File: src/rtl/pulse_timer_bank_if.sv
// pulse_timer_bank_if: control and status bundle for the pulse/PWM timer bank.
// The master side (controller) drives enables, modes, triggers and per-channel
// period/width words; the slave side (the timer bank) returns out/busy/wrap.
// Per-channel words are packed as channel i = ticks[i*N +: N], same for width.
interface pulse_timer_bank_if #(
  parameter int N        = 8,
  parameter int CHANNELS = 4
);
  logic                  ena;
  logic [CHANNELS-1:0]   ch_ena;
  logic [CHANNELS-1:0]   mode;
  logic [CHANNELS-1:0]   start;
  logic [CHANNELS*N-1:0] ticks;
  logic [CHANNELS*N-1:0] width;
  logic [CHANNELS-1:0]   out;
  logic [CHANNELS-1:0]   busy;
  logic [CHANNELS-1:0]   wrap;

  modport master (
    output ena, ch_ena, mode, start, ticks, width,
    input  out, busy, wrap
  );

  modport slave (
    input  ena, ch_ena, mode, start, ticks, width,
    output out, busy, wrap
  );
endinterface

File: src/rtl/pulse_timer_bank.sv
// pulse_timer_bank: CHANNELS independent pulse/PWM generators on one clock.
// Each channel is periodic (free-running) or one-shot (one period per start).
// Period and high-width are double-buffered in shadow registers that load only
// when a channel starts and at every wrap, so mid-period writes never glitch.
// Optional build macro PULSE_TIMER_RETRIGGER_EN: when defined, a start seen by a
// running one-shot channel restarts its period with freshly loaded shadows;
// when undefined, such a start is ignored and the current period completes.
module pulse_timer_bank #(
  parameter int N        = 8,
  parameter int CHANNELS = 4
) (
  input  logic              clk,
  input  logic              rst,
  pulse_timer_bank_if.slave bus
);

  typedef enum logic {
    IDLE = 1'b0,
    RUN  = 1'b1
  } state_t;

  state_t         state_q [CHANNELS];
  state_t         state_d [CHANNELS];
  logic [N-1:0]   cnt_q   [CHANNELS];
  logic [N-1:0]   cnt_d   [CHANNELS];
  logic [N-1:0]   tick_sh [CHANNELS];
  logic [N-1:0]   tick_d  [CHANNELS];
  logic [N-1:0]   wid_sh  [CHANNELS];
  logic [N-1:0]   wid_d   [CHANNELS];

  logic [CHANNELS-1:0] out_v;
  logic [CHANNELS-1:0] busy_v;
  logic [CHANNELS-1:0] wrap_v;

  // State, counter and shadow registers for every channel; rst is active-low.
  always_ff @(posedge clk or negedge rst) begin
    if (!rst) begin
      for (int i = 0; i < CHANNELS; i++) begin
        state_q[i] <= IDLE;
        cnt_q[i]   <= '0;
        tick_sh[i] <= '0;
        wid_sh[i]  <= '0;
      end
    end else begin
      for (int i = 0; i < CHANNELS; i++) begin
        state_q[i] <= state_d[i];
        cnt_q[i]   <= cnt_d[i];
        tick_sh[i] <= tick_d[i];
        wid_sh[i]  <= wid_d[i];
      end
    end
  end

  // Per-channel next state: start-up, counting, wrap/reload, stop and one-shot end.
  // A global ena=0 freezes running channels but still lets idle ones start.
  always_comb begin
    for (int i = 0; i < CHANNELS; i++) begin
      state_d[i] = state_q[i];
      cnt_d[i]   = cnt_q[i];
      tick_d[i]  = tick_sh[i];
      wid_d[i]   = wid_sh[i];
      case (state_q[i])
        IDLE: begin
          if (bus.ch_ena[i] && (!bus.mode[i] || bus.start[i])) begin
            state_d[i] = RUN;
            cnt_d[i]   = '0;
            tick_d[i]  = bus.ticks[i*N +: N];
            wid_d[i]   = bus.width[i*N +: N];
          end
        end
        RUN: begin
          if (bus.ena && !bus.ch_ena[i]) begin
            state_d[i] = IDLE;
            cnt_d[i]   = '0;
          end
`ifdef PULSE_TIMER_RETRIGGER_EN
          else if (bus.ch_ena[i] && bus.mode[i] && bus.start[i]) begin
            cnt_d[i]  = '0;
            tick_d[i] = bus.ticks[i*N +: N];
            wid_d[i]  = bus.width[i*N +: N];
          end
`endif
          else if (bus.ena) begin
            if (cnt_q[i] == tick_sh[i]) begin
              cnt_d[i] = '0;
              if (bus.mode[i]) begin
                state_d[i] = IDLE;
              end else begin
                tick_d[i] = bus.ticks[i*N +: N];
                wid_d[i]  = bus.width[i*N +: N];
              end
            end else begin
              cnt_d[i] = cnt_q[i] + 1'b1;
            end
          end
        end
        default: begin
          state_d[i] = IDLE;
          cnt_d[i]   = '0;
        end
      endcase
    end
  end

  // Outputs decode straight from the registers; wrap is suppressed while frozen.
  always_comb begin
    out_v  = '0;
    busy_v = '0;
    wrap_v = '0;
    for (int i = 0; i < CHANNELS; i++) begin
      busy_v[i] = (state_q[i] == RUN);
      out_v[i]  = busy_v[i] && (cnt_q[i] < wid_sh[i]);
      wrap_v[i] = busy_v[i] && bus.ena && (cnt_q[i] == tick_sh[i]);
    end
  end

  assign bus.out  = out_v;
  assign bus.busy = busy_v;
  assign bus.wrap = wrap_v;

endmodule

File: src/flat_wrapper.sv
// flat-port wrapper written by rule: the top's interface ports become plain ports
module pulse_timer_bank_flat 
#(
  parameter int N        = 8,
  parameter int CHANNELS = 4
)
  (clk, rst, bus_ena, bus_ch_ena, bus_mode, bus_start, bus_ticks, bus_width, bus_out, bus_busy, bus_wrap);
  pulse_timer_bank_if #(.N(N), .CHANNELS(CHANNELS)) bus_i ();
  input  logic clk;
  input  logic rst;
  input wire logic [$bits(bus_i.ena)-1:0] bus_ena;
  input wire logic [$bits(bus_i.ch_ena)-1:0] bus_ch_ena;
  input wire logic [$bits(bus_i.mode)-1:0] bus_mode;
  input wire logic [$bits(bus_i.start)-1:0] bus_start;
  input wire logic [$bits(bus_i.ticks)-1:0] bus_ticks;
  input wire logic [$bits(bus_i.width)-1:0] bus_width;
  output wire logic [$bits(bus_i.out)-1:0] bus_out;
  output wire logic [$bits(bus_i.busy)-1:0] bus_busy;
  output wire logic [$bits(bus_i.wrap)-1:0] bus_wrap;
  assign bus_i.ena = bus_ena;
  assign bus_i.ch_ena = bus_ch_ena;
  assign bus_i.mode = bus_mode;
  assign bus_i.start = bus_start;
  assign bus_i.ticks = bus_ticks;
  assign bus_i.width = bus_width;
  assign bus_out = bus_i.out;
  assign bus_busy = bus_i.busy;
  assign bus_wrap = bus_i.wrap;
  pulse_timer_bank #(.N(N), .CHANNELS(CHANNELS)) u_core (.clk(clk), .rst(rst), .bus(bus_i));
endmodule
File: config.mk
export PLATFORM = sky130hd
export DESIGN_NAME = pulse_timer_bank_flat
export DESIGN_NICKNAME = d
export VERILOG_FILES = /design/src/rtl/pulse_timer_bank_if.sv /design/src/rtl/pulse_timer_bank.sv /design/src/flat_wrapper.sv
export SDC_FILE = /design/constraint.sdc
export NUM_CORES = 1
export LEC_CHECK = 0
export BUFFER_PORTS_ARGS = -buffer_cell sky130_fd_sc_hd__buf_2
export CAP_MARGIN = 15
export CORE_ASPECT_RATIO = 1.25
export CORE_MARGIN = 2
export CORE_UTILIZATION = 57
export CTS_CLUSTER_SIZE = 30
export DETAILED_ROUTE_END_ITERATION = 10
export PLACE_DENSITY = 0.81
export SKIP_CTS_REPAIR_TIMING = 1
export SKIP_LAST_GASP = 1
export SYNTH_ARGS = -nofsm -noshare
export SYNTH_HDL_FRONTEND = slang
export SYNTH_SLANG_ARGS = --single-unit
export TNS_END_PERCENT = 20
File: constraint.sdc
create_clock -name clk -period 2.8 [get_ports clk]
set_clock_uncertainty 0.2 [all_clocks]
set_input_delay 0.56 -clock clk [delete_from_list [all_inputs] [get_ports clk]]
set_output_delay 0.56 -clock clk [all_outputs]
set_load 0.1 [all_outputs]
==> results_dict.tcl <==
set metrics [dict create \
    fp.dieW_um 91.73 \
    worstHoldPathType "input port to async pin" \
    cts_tree "done" \
    final_max_slew_viol_count 0 \
    worstSetupEndpointType "output port" \
    rsz0062_at_grt "yes" \
    violations "negative hold slack" \
    grt_overflow 0 \
    die_h_um 113.7 \
    wirelength_um 11330 \
    hold_viol 12 \
    syn2layout_area_growth_pct 20.03 \
    timing.hold.ws_ns -0.01016 \
    cellLeakagePower_nw 3.253 \
    syn_area_um2 5484 \
    vias 4114 \
    num_rows 40 \
    grt_first_pass_wirelength_um 19550 \
    clk_pin_slew_ns 0.07 \
    synth-main-ff-cell "dfrtp_1" \
    design_area_um2 6583 \
    root_buffer "clkbuf_16" \
    ant_nets 0 \
    synthTopCellsByArea "dfrtp_1, mux2_2, ha_1, xnor2_1, a22o_1" \
    core_um2 9509 \
    grt.total_usage_pct 23.21 \
    final.min_clock_period_ns 2.776 \
    finalSetupViolations 0 \
    syn_nets 595 \
    cts_buffers 9 \
    initial_core_util_pct 57.67 \
    seqCellArea_um2 2506 \
    diodes 0 \
    async_flop_share_pct 100.0 \
    io_buffers 90 \
    cap_violations 0 \
    start_kind "flip-flop" \
    drt_iter0_drc 122 \
    synth_seq_cells 100 \
    dr.pass1.iters 4 \
    synth_edf_count 0 \
    slew_headroom_pct 37.96 \
    grt_max_degree 42 \
    synth_top_area_share_pct 45.63 \
    yosysWarnings 0 \
    worst_slew_pin_slew_ns 0.9306 \
    synth.most_common_cell "dfrtp_1" \
    fillCellCount 718 \
    ioPinCount 91 \
    htreeDepth 3 \
    fmax_mhz 360.2 \
    drcViolationCount 0 \
    clock-sinks 100 \
    multi_input_comb_area_um2 2831 \
    required_ns 2.04 \
    via_per_inst 5.706 \
    ys_seq_area_share_pct 45.63 \
    clkLatencyLatePin_ns 0.34 \
    nets 701 \
    yosys-top-cells-count "dfrtp_1, mux2_2, inv_1" \
    reg2reg_depth 5 \
    cp.arrival_ns 2.02 \
    drive_gt1_share_pct 33.61 \
    grt_pass1_vias 4304 \
    synth.largest_area_cell "dfrtp_1" \
    clockBufferDepth 2 \
    dpl_cell_area_um2 6230 \
    crit_type "flip-flop to output port" \
    period_share_pct 99.15 \
    syn_inst 484 \
    syn_avg_cell_area_um2 11.33 \
    die_area_um2 10430 \
    place_congestion 0.8586 \
    p_per_area_nw_per_um2 687.9 \
    status "finished, violations left" \
    antenna_found_initial 0 \
    wire_per_inst_um 15.71 \
    synth_cell_types 44 \
    path_max_fanout 5 \
    dp_hpwl_um 8297 \
    peakVddDrop_mv 0.4329 \
]
metrics by stage:
step	utilization, %	setup TNS [ns]	setup slack, ns	instances	power, mW
CTS	68.53	-0.1731	-0.1032	716	4.543
finish	69.22	0	0.02377	721	4.528
global route	69.22	-0.1685	-0.03973	721	4.799
global placement	65.51	0	0.3859	700	3.231
detailed placement	65.51	0	0.2752	700	3.320
floorplan	-	-0.3527	-0.1228	484	2.946
report_power, final:
group / switching, mW / leakage (nW) / internal [mW]
Clock: 0.522 / 0.133 / 0.693
Sequential: 0.258 / 1.23 / 1.77
Combinational: 0.634 / 1.89 / 0.656
Total: 1.41 / 3.25 / 3.11
flip-flops by register name, summed over array words and instances (netlist names):
register	cells
u_core.tick_sh	32
u_core.wid_sh	32
u_core.cnt_q	32
u_core.bus.busy	4
placed cells by master (no fill, tap or decap), drive strengths merged, types with 5 or more instances in the layout:
cell type,netlist,layout
buf,6,102
dfrtp,100,100
mux2,66,66
inv,38,38
ha,32,32
o21ai,28,28
xnor2,27,27
a22o,22,22
nand2,20,20
a21oi,17,17
and3,16,16
nand3,13,13
clkbuf,2,13
a21o,11,11
xor2,11,11
nor2b,11,11
nor2,11,11
o31ai,10,10
nand4,7,7
nand2b,6,6
a211oi,5,5
path summary, 6_finish.rpt:
kind | start | endpoint | slack [ns]
setup / recovery | u_core.cnt_q[20] | bus_out[1] | 0.02
min in group clk | bus_width[20] | u_core.wid_sh[12] | 0.25
setup reg to reg | u_core.cnt_q[26] | u_core.tick_sh[28] | 0.45
max in group asynchronous | rst | u_core.cnt_q[8] | 1.66
hold / removal | rst | u_core.tick_sh[21] | -0.01
hold reg to reg | u_core.wid_sh[18] | u_core.wid_sh[18] | 0.30
area by class of cell:
cell class / count / area share [%]
clock inverters: 4 / 0.7603
inverters: 38 / 2.167
multi-input cells: 338 / 43.01
clock buffers: 12 / 3.592
repair buffers: 103 / 9.998
well taps: 126 / 2.395
flip-flops and latches: 100 / 38.07
worst max-delay path: stages, from the launching register on:
cell     delay (ns)
dfrtp_2        0.46
ha_1           0.31
a21o_1         0.19
a21oi_1        0.15
o21ai_1        0.12
a31oi_2        0.25
buf_12         0.21
cell families (layout without fill, tap and decap cells):
group	after synthesis	count (layout)	synth area share (%)
AOI/OAI and AO/OA	101	101	12.64
DFF	100	100	45.63
and+or+nand+nor	99	99	9.993
muxes	68	68	14.60
buffers and inverters	46	157	3.765
xor gates and xnor gates	38	38	6.069
adders and majority gates	32	32	7.301
layer usage:
| layer | routed length (um) | part of all wire, % | vias up | global-route usage, % |
|---|---|---|---|---|
| met5 | 0 | 0 | - | 0 |
| met4 | 207 | 1.8 | 0 | 9.055 |
| met3 | 460 | 4.1 | 17 | 2.840 |
| met2 | 5934 | 52 | 131 | 41.32 |
| met1 | 4725 | 42 | 2016 | 28.84 |
| li1 | - | - | 1950 | - |
Power figures use the tool's default switching activity.
